--- src/rtl/bus_cmd_buffer_pkg.sv ---
`default_nettype none
// ============================================================================
//  Module      : bus_cmd_buffer_pkg
//  Description : Shared OCP command/response encodings and width helpers for
//                the bus command buffer slice.
//  Revision    : 1.0 - initial release
// ============================================================================
package bus_cmd_buffer_pkg;

    // OCP MCmd encoding (3 bits on the wire)
    typedef enum logic [2:0] {
        CMD_IDLE = 3'd0,
        CMD_WR   = 3'd1,
        CMD_RD   = 3'd2
    } ocp_cmd_e;

    // OCP SResp encoding (2 bits on the wire)
    typedef enum logic [1:0] {
        RESP_NULL = 2'd0,
        RESP_DVA  = 2'd1,
        RESP_FAIL = 2'd2,
        RESP_ERR  = 2'd3
    } ocp_resp_e;

    localparam int c_cmd_bits = 3;

    // Ceiling log2, usable in constant expressions for pointer/level widths
    function automatic int clog2(input int value);
        int r;
        int v;
        r = 0;
        v = value - 1;
        while (v > 0) begin
            r = r + 1;
            v = v >> 1;
        end
        return r;
    endfunction

    // Packed width of one command word (MCmd, MAddr, MData, MByteEn)
    function automatic int cmd_word_bits(input int addr_w, input int data_w);
        return c_cmd_bits + addr_w + data_w + data_w / 8;
    endfunction

endpackage
`default_nettype wire

--- src/rtl/bus_cmd_buffer_fifo.sv ---
`default_nettype none
// ============================================================================
//  Module      : cmd_fifo
//  Description : DEPTH-entry command storage with wrapping pointers and a
//                level counter from which full/empty are derived.
//  Revision    : 1.0 - initial release
// ============================================================================
module cmd_fifo
    import bus_cmd_buffer_pkg::*;
#(
    parameter int WIDTH = 8,
    parameter int DEPTH = 4
) (
    input  logic                      clk,
    input  logic                      reset,
    input  logic                      push,
    input  logic                      pop,
    input  logic [WIDTH-1:0]          wdata,
    output logic [WIDTH-1:0]          rdata,
    output logic                      full,
    output logic                      empty,
    output logic [clog2(DEPTH):0]     level
);

    localparam int c_ptr_w = clog2(DEPTH);
    localparam int c_lvl_w = c_ptr_w + 1;
    localparam logic [c_ptr_w-1:0] c_ptr_one  = c_ptr_w'(1);
    localparam logic [c_lvl_w-1:0] c_lvl_one  = c_lvl_w'(1);
    localparam logic [c_lvl_w-1:0] c_lvl_full = c_lvl_w'(DEPTH);

    logic [WIDTH-1:0]   r_mem [DEPTH];
    logic [c_ptr_w-1:0] r_wr_ptr;
    logic [c_ptr_w-1:0] r_rd_ptr;
    logic [c_lvl_w-1:0] r_level;
    logic               w_do_push;
    logic               w_do_pop;

    // Guard against over/underflow even if the caller misbehaves
    assign w_do_push = push && !full;
    assign w_do_pop  = pop && !empty;

    // Entry storage: contents need no reset, empty masking hides stale data
    always_ff @(posedge clk) begin
        if (w_do_push) begin
            r_mem[r_wr_ptr] <= wdata;
        end
    end

    // Pointers and fill level; pointers wrap naturally at DEPTH (power of 2)
    always_ff @(posedge clk or posedge reset) begin
        if (reset) begin
            r_wr_ptr <= '0;
            r_rd_ptr <= '0;
            r_level  <= '0;
        end else begin
            if (w_do_push) begin
                r_wr_ptr <= r_wr_ptr + c_ptr_one;
            end
            if (w_do_pop) begin
                r_rd_ptr <= r_rd_ptr + c_ptr_one;
            end
            case ({w_do_push, w_do_pop})
                2'b10:   r_level <= r_level + c_lvl_one;
                2'b01:   r_level <= r_level - c_lvl_one;
                default: r_level <= r_level;
            endcase
        end
    end

    assign rdata = r_mem[r_rd_ptr];
    assign full  = (r_level == c_lvl_full);
    assign empty = (r_level == '0);
    assign level = r_level;

endmodule
`default_nettype wire

--- src/rtl/bus_cmd_buffer.sv ---
`default_nettype none
// ============================================================================
//  Module      : bus_cmd_buffer
//  Description : Elastic OCP command buffer in front of the serial bus bridge.
//                Queues commands, throttles response-bearing commands to
//                MAX_OUTSTANDING in flight and passes responses straight
//                through while tracking them.
//  Revision    : 1.0 - initial release
// ============================================================================
module bus_cmd_buffer
    import bus_cmd_buffer_pkg::*;
#(
    parameter int   ADDR_WIDTH      = 32,
    parameter int   DATA_WIDTH      = 32,
    parameter int   DEPTH           = 4,
    parameter int   MAX_OUTSTANDING = 4,
    parameter logic WRITE_RESP      = 1'b0
) (
    input  logic                      clk,
    input  logic                      reset,
    // upstream master side
    input  ocp_cmd_e                  up_mcmd,
    input  logic [ADDR_WIDTH-1:0]     up_maddr,
    input  logic [DATA_WIDTH-1:0]     up_mdata,
    input  logic [DATA_WIDTH/8-1:0]   up_mbyteen,
    output logic                      up_scmdaccept,
    output ocp_resp_e                 up_sresp,
    output logic [DATA_WIDTH-1:0]     up_sdata,
    input  logic                      up_mrespaccept,
    // downstream bridge side
    output ocp_cmd_e                  dn_mcmd,
    output logic [ADDR_WIDTH-1:0]     dn_maddr,
    output logic [DATA_WIDTH-1:0]     dn_mdata,
    output logic [DATA_WIDTH/8-1:0]   dn_mbyteen,
    input  logic                      dn_scmdaccept,
    input  ocp_resp_e                 dn_sresp,
    input  logic [DATA_WIDTH-1:0]     dn_sdata,
    output logic                      dn_mrespaccept,
    // status
    output logic [clog2(DEPTH):0]     level,
    output logic                      resp_err
);

    localparam int c_word_w = cmd_word_bits(ADDR_WIDTH, DATA_WIDTH);
    localparam logic [3:0] c_max_out = 4'(MAX_OUTSTANDING);
    localparam logic [3:0] c_out_one = 4'd1;

    typedef struct packed {
        ocp_cmd_e                mcmd;
        logic [ADDR_WIDTH-1:0]   maddr;
        logic [DATA_WIDTH-1:0]   mdata;
        logic [DATA_WIDTH/8-1:0] mbyteen;
    } cmd_word_t;

    cmd_word_t           w_in_word;
    cmd_word_t           w_head;
    logic [c_word_w-1:0] w_rd_word;
    logic                w_full;
    logic                w_empty;
    logic                w_counted;
    logic                w_push;
    logic                w_pop;
    logic                w_inc;
    logic                w_resp_hs;
    logic [3:0]          r_outstanding;
    logic                r_resp_err;

    // Reads always expect a response; writes only when WRITE_RESP is set
    assign w_counted = (up_mcmd == CMD_RD) || ((up_mcmd == CMD_WR) && WRITE_RESP);

    // Acceptance uses only registered state and up_mcmd, never dn_scmdaccept,
    // so a full buffer refuses even when the head drains this cycle.
    // Held low while reset is asserted since the state is already cleared.
    assign w_push = !reset && (up_mcmd != CMD_IDLE) && !w_full &&
                    !(w_counted && (r_outstanding == c_max_out));
    assign w_pop     = !w_empty && dn_scmdaccept;
    assign w_inc     = w_push && w_counted;
    assign w_resp_hs = (dn_sresp != RESP_NULL) && up_mrespaccept;

    assign w_in_word.mcmd    = up_mcmd;
    assign w_in_word.maddr   = up_maddr;
    assign w_in_word.mdata   = up_mdata;
    assign w_in_word.mbyteen = up_mbyteen;

    cmd_fifo #(
        .WIDTH (c_word_w),
        .DEPTH (DEPTH)
    ) u_fifo (
        .clk   (clk),
        .reset (reset),
        .push  (w_push),
        .pop   (w_pop),
        .wdata (w_in_word),
        .rdata (w_rd_word),
        .full  (w_full),
        .empty (w_empty),
        .level (level)
    );

    // Outstanding response tracker; a response with nothing in flight is
    // flagged stickily instead of wrapping the counter
    always_ff @(posedge clk or posedge reset) begin
        if (reset) begin
            r_outstanding <= '0;
            r_resp_err    <= 1'b0;
        end else begin
            case ({w_inc, w_resp_hs})
                2'b10: r_outstanding <= r_outstanding + c_out_one;
                2'b01: begin
                    if (r_outstanding == '0) begin
                        r_resp_err <= 1'b1;
                    end else begin
                        r_outstanding <= r_outstanding - c_out_one;
                    end
                end
                default: r_outstanding <= r_outstanding;
            endcase
        end
    end

    // Head presentation: zeroed/IDLE when nothing is queued
    always_comb begin
        w_head = cmd_word_t'(w_rd_word);
        if (w_empty) begin
            dn_mcmd    = CMD_IDLE;
            dn_maddr   = '0;
            dn_mdata   = '0;
            dn_mbyteen = '0;
        end else begin
            dn_mcmd    = w_head.mcmd;
            dn_maddr   = w_head.maddr;
            dn_mdata   = w_head.mdata;
            dn_mbyteen = w_head.mbyteen;
        end
    end

    assign up_scmdaccept  = w_push;
    assign up_sresp       = dn_sresp;
    assign up_sdata       = dn_sdata;
    assign dn_mrespaccept = up_mrespaccept;
    assign resp_err       = r_resp_err;

endmodule
`default_nettype wire

--- config.mk ---
export PLATFORM = sky130hd
export DESIGN_NAME = bus_cmd_buffer
export DESIGN_NICKNAME = d
export VERILOG_FILES = /design/src/rtl/bus_cmd_buffer_pkg.sv /design/src/rtl/bus_cmd_buffer_fifo.sv /design/src/rtl/bus_cmd_buffer.sv
export SDC_FILE = /design/constraint.sdc
export NUM_CORES = 1
export LEC_CHECK = 0
export BUFFER_PORTS_ARGS = -buffer_cell sky130_fd_sc_hd__buf_2
export CAP_MARGIN = 20
export CORE_ASPECT_RATIO = 0.5
export CORE_UTILIZATION = 45
export DETAILED_ROUTE_END_ITERATION = 8
export PLACE_DENSITY = 0.67
export REMOVE_ABC_BUFFERS = 1
export SYNTH_ARGS = -nofsm -noshare
export SYNTH_HDL_FRONTEND = slang
export SYNTH_SLANG_ARGS = --single-unit
--- constraint.sdc ---
create_clock -name clk -period 3.8 [get_ports clk]
set_input_delay 0.57 -clock clk [delete_from_list [all_inputs] [get_ports clk]]
set_output_delay 0.57 -clock clk [all_outputs]
set_load 0.01 [all_outputs]
==> impl_metrics.json <==
{
  "power_density_nw_per_um2": 791.7,
  "cp-end-kind": "primary output",
  "clock_tree.root_cell": "clkbuf_16",
  "crit_required_ns": 3.23,
  "cts_sinks": 296,
  "clk_pin_slew_ns": 0.07,
  "max_freq_ghz": 0.3268,
  "worst_r2r_startpoint": "r_outstanding[0]",
  "clk_latency_ns": 0.52,
  "layout.cell_area.non_filler_um2": 13650,
  "syn_inst": 557,
  "num_vias": 5525,
  "critPathLaunch": "u_fifo.r_rd_ptr[0]",
  "wl_per_cell_um": 22.02,
  "synth_cell_type_count": 35,
  "ctsHoldBuffers": 0,
  "ir_drop_v": 0.0003365,
  "syn_avg_cell_area_um2": 21.04,
  "drt-pass1-iter-count": 5,
  "timing.rr.end": "u_fifo.level[2]",
  "route.detailed.drc": 0,
  "nNetsFinal": 814,
  "worstRegToRegCells": 10,
  "overflow": 0,
  "syn-cell-area_um2": 11720,
  "synth-seq-cells": 296,
  "holdWs_ns": 0.06980,
  "drtIter0Drc": 379,
  "status": "completed",
  "startpoint_type": "flip-flop",
  "skew_ns": 0.009595,
  "tns_ns": 0,
  "slew_violations": 0,
  "dieArea_um2": 26740,
  "place_area_um2": 12770,
  "tritoncts": "done",
  "clockBufferDepth": 3,
  "cp.arrival_ns": 2.49,
  "grt_first_pass_wirelength_um": 34820,
  "hpwl_um": 14960,
  "power_mw": 10.81,
  "yosysWarnings": 0,
  "slowest_delay_ns": 0.75,
  "routed_via_density": 5.207,
  "initial_core_util_pct": 46.16,
  "cp_slowest_cell": "dfrtp_4",
  "cts_setup_buffers": 0,
  "cts-resized-gates": 0,
  "post-route-min-period_ns": 3.060,
  "die_w_um": 230.2,
  "core_um2": 25390,
  "grt_use_total_pct": 17.39,
  "crit_path_max_fanout": 28,
  "ys.flop_type": "edfxtp_1",
  "hp-class": "input port to asynchronous set/reset pin",
  "multi_input_area_um2": 2489,
  "yosysSeqAreaShare_pct": 75.32,
  "rows": 41,
  "io_buffers": 155,
  "seqCellArea_um2": 8836,
  "ios": 220,
  "rsz0062_at_grt": "no",
  "hold_viol_final": 0,
  "grt_pass1_vias": 5689,
  "fin_crit_sh_pct": 80.53,
  "wirelength_um": 23370,
  "gp_congestion": 0.7330,
  "critical_path.cell_chain": "buf_12 -> mux4_2 -> and2_1 -> buf_2",
  "antenna_found_initial": 1,
  "ant_nets": 0,
  "p_leak_nw": 4.762,
  "utilization_pct": 53.75,
  "max_slew_margin_pct": 57.35,
  "die_h_um": 116.1,
  "critical_path_class": "flip-flop to primary output",
  "synth_edf_count": 284,
  "worst_pin_slew_ns": 0.6397,
  "htree_levels": 1,
  "drive_above_1_share_pct": 40.22,
  "async_flop_share_pct": 4.054,
  "setup_viol": 0,
  "reg2reg_slack_ns": 1.02,
  "n_fill_cell": 1987,
  "syn_to_final_growth_pct": 16.44,
  "grt_start_max_net_pins": 47,
  "cts_buffers": 27,
  "drv_cap": 0
}
==> report_power, final <==
group	switching (mW)	internal, mW	leakage, nW
logic	1.76	1.76	1.61
registers	0.326	4.25	2.73
clock network	1.12	1.58	0.425
total	3.21	7.60	4.76
==> registers in the layout, summed over array words and instances (netlist names) <==
signal,cells
r_outstanding,4
resp_err,1
u_fifo.r_mem,284
u_fifo.level,3
u_fifo.r_rd_ptr,2
u_fifo.r_wr_ptr,2
==> synth_stat cells (2+ instances only) <==
cell / n / area share, %
dfrtp_1: 12 / 2.6
mux2i_1: 4 / 0.34
buf_2: 7 / 0.30
nand2_1: 2 / 0.064
mux4_2: 71 / 14
fa_1: 2 / 0.34
xor2_1: 3 / 0.22
and2_2: 4 / 0.26
ha_1: 7 / 0.75
and2_1: 72 / 3.8
buf_4: 35 / 2.2
xnor2_1: 6 / 0.45
edfxtp_1: 284 / 73
clkbuf_1: 16 / 0.51
nor2_1: 2 / 0.064
a21oi_1: 2 / 0.085
inv_1: 10 / 0.32
==> worst max-delay path: cells and delay by family (launching register included) <==
family	cells	cell delay, ns
muxes	1	0.52
and+or+nand+nor	1	0.19
buffers and inverters	2	0.45
DFF	1	0.75
==> logic make-up after synthesis <==
group | share of synthesized area [%]
compound gates | 0.4911
xor+xnor | 0.6725
fa+ha+maj | 1.089
buf+inv | 3.501
flops | 75.32
mux | 14.21
simple gates | 4.718
==> through the flow <==
stage / cells / setup slack, ns
after global placement: 1011 / 1.101
after global routing: 1061 / 0.5559
after floorplan: 497 / -0.4689
after detailed placement: 1011 / 1.041
after CTS: 1060 / 0.6752
final: 1061 / 0.7399
==> worst max path at each step <==
stage                                to  slack (ns)
floorplan                   dn_maddr[0]       -0.47
global placement    u_fifo.r_mem[3][59]        1.10
detailed placement      u_fifo.level[2]        1.04
CTS                        dn_mdata[12]        0.68
global route               dn_mdata[16]        0.56
finish                     dn_mdata[16]        0.74
==> layout by cell type, fill, tap and decap left out, drive strengths merged, types with 2 or more instances in the layout <==
cell | Yosys | final
a21oi | 2 | 2
and2 | 76 | 76
buf | 44 | 170
bufinv | 0 | 4
clkbuf | 16 | 34
clkinv | 0 | 9
dfrtp | 12 | 12
edfxtp | 284 | 284
fa | 2 | 2
ha | 7 | 7
inv | 10 | 12
mux2 | 2 | 2
mux2i | 4 | 4
mux4 | 71 | 71
nand2 | 2 | 2
nor2 | 2 | 2
xnor2 | 6 | 6
xor2 | 3 | 3
==> layer usage <==
metal / vias to the layer above / routed length, µm / global-route usage (%)
met4: 0 / 232 / 3.488
met3: 24 / 1107 / 4.175
met5: - / 0 / 1.563
met2: 137 / 11560 / 27.75
met1: 2913 / 10470 / 24.67
li1: 2451 / - / -
==> cell type report <==
cell class	count	area share [%]
Sequential cell	296	64.74
Multi-Input combinational cell	191	18.23
Timing Repair Buffer	170	7.151
Clock buffer	34	5.143
Tap cell	344	3.154
Clock inverter	15	1.283
Inverter	10	0.2750
Antenna cell	1	0.01834
No activity file was read; power rests on OpenSTA's default activity.
